### src/rtl/lsu_pkg.sv
// Shared definitions for the load/store unit.
//   MEM_AW_DEFAULT : default byte-address width of the attached data RAM
//   F3_*           : RV32I funct3 encodings for loads and stores
//   lsu_state_t    : FSM state encoding (also exported on the debug port)
//   funct3_valid   : legal funct3 check for a load or a store
//   misaligned     : natural-alignment check for the access size
package lsu_pkg;

    localparam int MEM_AW_DEFAULT = 10;

    localparam logic [2:0] F3_LB  = 3'd0;
    localparam logic [2:0] F3_LH  = 3'd1;
    localparam logic [2:0] F3_LW  = 3'd2;
    localparam logic [2:0] F3_LBU = 3'd4;
    localparam logic [2:0] F3_LHU = 3'd5;
    localparam logic [2:0] F3_SB  = 3'd0;
    localparam logic [2:0] F3_SH  = 3'd1;
    localparam logic [2:0] F3_SW  = 3'd2;

    typedef enum logic [2:0] {
        ST_IDLE = 3'd0,
        ST_RD   = 3'd1,
        ST_CAP  = 3'd2,
        ST_WR   = 3'd3,
        ST_ERR  = 3'd4
    } lsu_state_t;

    function automatic logic funct3_valid(input logic we, input logic [2:0] f3);
        if (we)
            return (f3 <= F3_SW);
        else
            return (f3 != 3'd3) && (f3 != 3'd6) && (f3 != 3'd7);
    endfunction

    // funct3[1:0] gives the access size for both loads and stores
    // (LBU/LHU share the low bits of LB/LH): 0 byte, 1 half, 2 word.
    function automatic logic misaligned(input logic [2:0] f3, input logic [1:0] a);
        case (f3[1:0])
            2'd1:    return a[0];
            2'd2:    return (a != 2'b00);
            default: return 1'b0;
        endcase
    endfunction

endpackage

### src/rtl/lsu_align.sv
// Combinational byte/halfword lane logic for the load/store unit.
//   word     in  32 : aligned word read from RAM
//   addr     in  2  : byte offset within the word
//   funct3   in  3  : access type (load or store encoding)
//   wdata    in  32 : store data (low byte/half used for SB/SH)
//   load_val out 32 : extracted and extended load result
//   merged   out 32 : word with the addressed byte/half replaced by wdata
module lsu_align
    import lsu_pkg::*;
(
    input  logic [31:0] word,
    input  logic [1:0]  addr,
    input  logic [2:0]  funct3,
    input  logic [31:0] wdata,
    output logic [31:0] load_val,
    output logic [31:0] merged
);

    logic [7:0]  byte_sel;
    logic [15:0] half_sel;

    always_comb begin
        byte_sel = word[{addr, 3'b000} +: 8];
        half_sel = addr[1] ? word[31:16] : word[15:0];
    end

    always_comb begin
        load_val = 32'd0;
        case (funct3)
            F3_LB:   load_val = {{24{byte_sel[7]}}, byte_sel};
            F3_LH:   load_val = {{16{half_sel[15]}}, half_sel};
            F3_LW:   load_val = word;
            F3_LBU:  load_val = {24'd0, byte_sel};
            F3_LHU:  load_val = {16'd0, half_sel};
            default: load_val = 32'd0;
        endcase
    end

    always_comb begin
        merged = word;
        case (funct3)
            F3_SB:   merged[{addr, 3'b000} +: 8] = wdata[7:0];
            F3_SH:   merged = addr[1] ? {wdata[15:0], word[15:0]}
                                      : {word[31:16], wdata[15:0]};
            F3_SW:   merged = wdata;
            default: merged = word;
        endcase
    end

endmodule

### src/rtl/load_store_unit.sv
// RV32I load/store unit in front of a byte-addressed little-endian RAM
// with one-edge read latency. Sub-word stores are read-modify-write.
//   clk, rst                  : clock, synchronous active-high reset
//   req_valid / req_ready     : request handshake, ready only in IDLE
//   req_we/funct3/addr/wdata  : request payload, captured on acceptance
//   resp_valid/err/rdata      : one-cycle completion pulse
//   mem_enable/rw/addr/datain : RAM command (word-aligned address only)
//   mem_dataout               : RAM read data, valid the cycle after RD
//   state_dbg                 : current FSM state
//
// Handshake: a request transfers on a rising edge where req_valid and
// req_ready are both 1; resp_valid is high for exactly one cycle per
// accepted request and the next request may be accepted the cycle after.
module load_store_unit
    import lsu_pkg::*;
#(
    parameter int MEM_AW = MEM_AW_DEFAULT
) (
    input  logic              clk,
    input  logic              rst,
    input  logic              req_valid,
    output logic              req_ready,
    input  logic              req_we,
    input  logic [2:0]        req_funct3,
    input  logic [31:0]       req_addr,
    input  logic [31:0]       req_wdata,
    output logic              resp_valid,
    output logic              resp_err,
    output logic [31:0]       resp_rdata,
    output logic              mem_enable,
    output logic              mem_rw,
    output logic [MEM_AW-1:0] mem_addr,
    input  logic [31:0]       mem_dataout,
    output logic [31:0]       mem_datain,
    output logic [2:0]        state_dbg
);

    lsu_state_t state, state_nx;

    logic              r_we;
    logic [2:0]        r_f3;
    logic [MEM_AW-1:0] r_addr;
    logic [31:0]       r_wdata;
    logic [31:0]       r_merged;

    logic              accept;
    logic              req_bad;
    logic [31:0]       load_val;
    logic [31:0]       merged;

    assign accept    = req_valid && req_ready;
    assign state_dbg = state;

    always_comb begin
        req_bad = (|req_addr[31:MEM_AW])
               || misaligned(req_funct3, req_addr[1:0])
               || !funct3_valid(req_we, req_funct3);
    end

    lsu_align u_align (
        .word     (mem_dataout),
        .addr     (r_addr[1:0]),
        .funct3   (r_f3),
        .wdata    (r_wdata),
        .load_val (load_val),
        .merged   (merged)
    );

    // State and request registers
    always_ff @(posedge clk) begin
        if (rst) begin
            state    <= ST_IDLE;
            r_we     <= 1'b0;
            r_f3     <= 3'd0;
            r_addr   <= '0;
            r_wdata  <= 32'd0;
            r_merged <= 32'd0;
        end else begin
            state <= state_nx;
            if (accept) begin
                r_we    <= req_we;
                r_f3    <= req_funct3;
                r_addr  <= req_addr[MEM_AW-1:0];
                r_wdata <= req_wdata;
            end
            if (state == ST_CAP && r_we)
                r_merged <= merged;
        end
    end

    // Next-state logic
    always_comb begin
        state_nx = state;
        case (state)
            ST_IDLE: begin
                if (accept) begin
                    if (req_bad)
                        state_nx = ST_ERR;
                    else if (req_we && req_funct3 == F3_SW)
                        state_nx = ST_WR;
                    else
                        state_nx = ST_RD;
                end
            end
            ST_RD:   state_nx = ST_CAP;
            ST_CAP:  state_nx = r_we ? ST_WR : ST_IDLE;
            ST_WR:   state_nx = ST_IDLE;
            ST_ERR:  state_nx = ST_IDLE;
            default: state_nx = ST_IDLE;
        endcase
    end

    // Outputs; everything is held quiet while rst is high so a reset
    // landing in CAP/WR cannot leak a response or a write.
    always_comb begin
        req_ready  = 1'b0;
        resp_valid = 1'b0;
        resp_err   = 1'b0;
        resp_rdata = 32'd0;
        mem_enable = 1'b0;
        mem_rw     = 1'b0;
        mem_addr   = '0;
        mem_datain = 32'd0;
        if (!rst) begin
            case (state)
                ST_IDLE: req_ready = 1'b1;
                ST_RD: begin
                    mem_enable = 1'b1;
                    mem_addr   = {r_addr[MEM_AW-1:2], 2'b00};
                end
                ST_CAP: begin
                    if (!r_we) begin
                        resp_valid = 1'b1;
                        resp_rdata = load_val;
                    end
                end
                ST_WR: begin
                    mem_enable = 1'b1;
                    mem_rw     = 1'b1;
                    mem_addr   = {r_addr[MEM_AW-1:2], 2'b00};
                    mem_datain = (r_f3 == F3_SW) ? r_wdata : r_merged;
                    resp_valid = 1'b1;
                end
                ST_ERR: begin
                    resp_valid = 1'b1;
                    resp_err   = 1'b1;
                end
                default: ;
            endcase
        end
    end

endmodule

### config.mk
export PLATFORM = sky130hd
export DESIGN_NAME = load_store_unit
export DESIGN_NICKNAME = d
export VERILOG_FILES = /design/src/rtl/lsu_pkg.sv /design/src/rtl/lsu_align.sv /design/src/rtl/load_store_unit.sv
export SDC_FILE = /design/constraint.sdc
export NUM_CORES = 1
export LEC_CHECK = 0
export CORE_UTILIZATION = 60
export DETAILED_ROUTE_END_ITERATION = 10
export DONT_BUFFER_PORTS = 1
export PLACE_DENSITY = 0.77
export REMOVE_ABC_BUFFERS = 1
export SLEW_MARGIN = 40
export SYNTH_ARGS = -nofsm -noshare
export SYNTH_HDL_FRONTEND = slang
export SYNTH_HIERARCHICAL = 1
export SYNTH_SLANG_ARGS = --single-unit
### constraint.sdc
create_clock -name clk -period 4.8 [get_ports clk]
set_input_delay 0.48 -clock clk [delete_from_list [all_inputs] [get_ports clk]]
set_output_delay 0.48 -clock clk [all_outputs]
set_load 0.02 [all_outputs]
==> metrics.cfg <==
[min_path]
min-delay-path-class=in2reg
min-delay-start=rst

[routing]
ant_nets=0
route.detailed.drc=0
drt_pass1_iterations=6
wl_per_cell_um=21.1
num_vias=6256
drt_iter0_drc=446
finalWirelength_mm=19.9
via_per_inst=6.63

[placement]
pre_cts_slack_ns=1.83
place_area_mm2=0.00587
dp_hpwl_mm=13.7
place_congestion=0.976
portBuffers=0

[grt]
grt_pass1_wl_mm=29.5
grt_pass1_vias=5693
overflow=0
antenna_found_initial=0
track_usage=0.371
grt_max_degree=85

[clocking]
cts_resized=0
insertion_delay_ns=0.37
clockRootBuffer=clkbuf_8
htreeDepth=3
cts_hold_buffers=0
cts_sinks=81
clkTransAtPathRegs_ns=0.09
post_cts_buffers=0
clk_path_buf_depth=2
cts_made_buffers=9
cts_tree=built

[logic_synthesis]
syn-cell-area_mm2=0.00602
synthSimpleGateAreaFrac=0.288
yosysUniqueCellTypes=59
netlist_top_cells_area=dfxtp_1, nand2_1, a21oi_1
synth.ff_latch_count=81
synth.area.mux_share=0.0550
synth_warnings=6
synth_top_cell_by_area=dfxtp_1
synth-edff-count=0
synth_ff_type=dfxtp_1
synth_cells=857
async_flop_share=0
avgSynthCellArea_um2=7.03
yosysSeqAreaShare=0.269
synthAdderAreaFrac=0.0166
synth_top_family_by_area=compound AO/OA/AOI/OAI gates
synth_compound_area_frac=0.295
yosysTopAreaCellShare=0.269
synthXorXnorAreaFrac=0

[critical_path]
cp_cell_sequence=nor3b_4, nand2_1, buf_4, a21oi_1
crit_path_top_delay_cell=dfxtp_1
critPathMaxStageDelay_ns=0.65
startpoint_type=flop
cp.required_ns=4.32
path_class=reg2out
end_kind=output port
cp_data_arrival_time_ns=2.94
crit_start=state_dbg[0]$_SDFFE_PP0P_
critical_path_peak_fanout=19
reg2reg_from=r_addr[1]$_SDFFE_PP0P_

[power]
powerDensity_mw_per_mm2=258
p_switching_mw=0.463
leakage_nw=1.97
p_seq_frac=0.459
pwr-share-comb=0.179
power.share.clock=0.362
p_int_mw=1.11
ir_drop_mv=0.153
switching_share=0.294

[floorplanning]
fp.dieH_um=102
boundaryPins=185
initial_core_util=0.619
rows=36
die_width_um=102
core_mm2=0.00973
die-area_mm2=0.0104

[run_status]
outcome=complete, no violations

[timing]
fin_crit_sh=0.712
period_needed_ns=3.42
setup_tns_ns=0
slew_viol_final=0
worst_slew_pin_slew_ns=0.837
finalWorstSetupSlack_ns=1.38
setup_viol=0
relSlewSlack=0.440
timing.fmax_ghz=0.293
grt_setup_unrepaired=no
timing.final.hold_violations=0
skew_ns=0.00972

[final_layout]
layout.cells.most_common=nand2_1
fin_area_mm2=0.00609
final_cell_mix=nand2_1, a21oi_1, dfxtp_1, and2_1, nor2_1
drive_gt1_frac=0.0877
n_antenna_cell=0
area_delta_synth_final_pct=1.04
nets=917

[flow_run]
maxCapViolations=0

## cell usage after synthesis (2+ instances only)
master	count
a41oi_1	8
nor2_1	28
nor4b_1	2
clkbuf_1	32
nor3_1	11
a22oi_1	2
buf_6	5
nand3b_1	2
a211o_1	5
inv_1	10
a22o_1	9
a2bb2oi_1	5
nor2b_1	2
clkbuf_2	4
dfxtp_1	81
a221o_1	16
a21oi_1	137
o21ai_0	11
o21a_1	8
nand2b_1	4
and2_1	41
nand3_1	4
buf_8	3
buf_4	6
ha_1	8
nor4_1	6
a211oi_1	2
o32a_1	8
mux2_2	9
buf_2	20
buf_1	2
mux2i_1	23
nand2_1	263
or3_1	8
a21o_1	23
nor4_4	2
and3b_1	2
a21oi_2	23
nor3_2	2
## power groups by stage
stage                     clock network (mW)  logic (mW)  registers [mW]
final                                  0.570       0.282           0.722
after global routing                   0.597       0.303           0.724
after CTS                              0.570       0.273           0.720
after detailed placement                   0       0.271           0.737
after global placement                     0       0.264           0.736
after floorplan                            0       0.201           0.732
## state kept, by name (all words and copies together) (netlist names)
register   flops
r_merged      32
r_f3           3
state_dbg      3
r_wdata       32
r_addr        10
r_we           1
## final timing paths
kind                               endpoint  slack [ns]  cells past startpoint
hold reg to reg      r_addr[2]$_SDFFE_PP0P_        0.45                      2
setup / recovery             mem_datain[20]        1.38                      4
setup reg to reg  r_merged[28]$_SDFFE_PP0P_        2.20                      7
hold / removal     r_wdata[27]$_SDFFE_PP0P_        0.16                      1
## through the flow
step	instances	total power [mW]	hold slack (ns)	util
2_1_floorplan	785	0.934	0.426	-
3_3_place_gp	928	1.00	0.432	0.602
3_5_place_dp	928	1.01	0.438	0.603
4_1_cts	943	1.56	0.163	0.625
5_1_grt	943	1.62	0.154	0.626
6_report	943	1.57	0.163	0.626
## kinds of logic after synthesis
logic type | count (synthesis)
simple gates | 385
compound gates | 267
buf+inv | 83
flops | 81
mux | 32
fa+ha+maj | 8
other cells | 1
## area by class of cell
cell class	count	area (um2)
timing repair buffer	10	75.1
multi-input combinational	694	3970
clock inverter	5	78.8
sequential	81	1620
clock buffer	10	138
fill	918	3640
inverter	10	37.5
tap	133	166
## per-layer routing
layer	track usage	routed length, um	up-vias
li1	-	-	2855
met1	0.461	8080	2929
met2	0.633	9420	415
met3	0.0793	1870	57
met4	0.132	578	0
met5	0	0	-
## critical path: cells and delay by family, from the launching register on
family | cells | cell delay [ns]
buf+inv | 1 | 0.40
simple gates | 2 | 1.10
compound gates | 1 | 0.41
flops | 1 | 0.65
(Power assumes the default switching activity.)
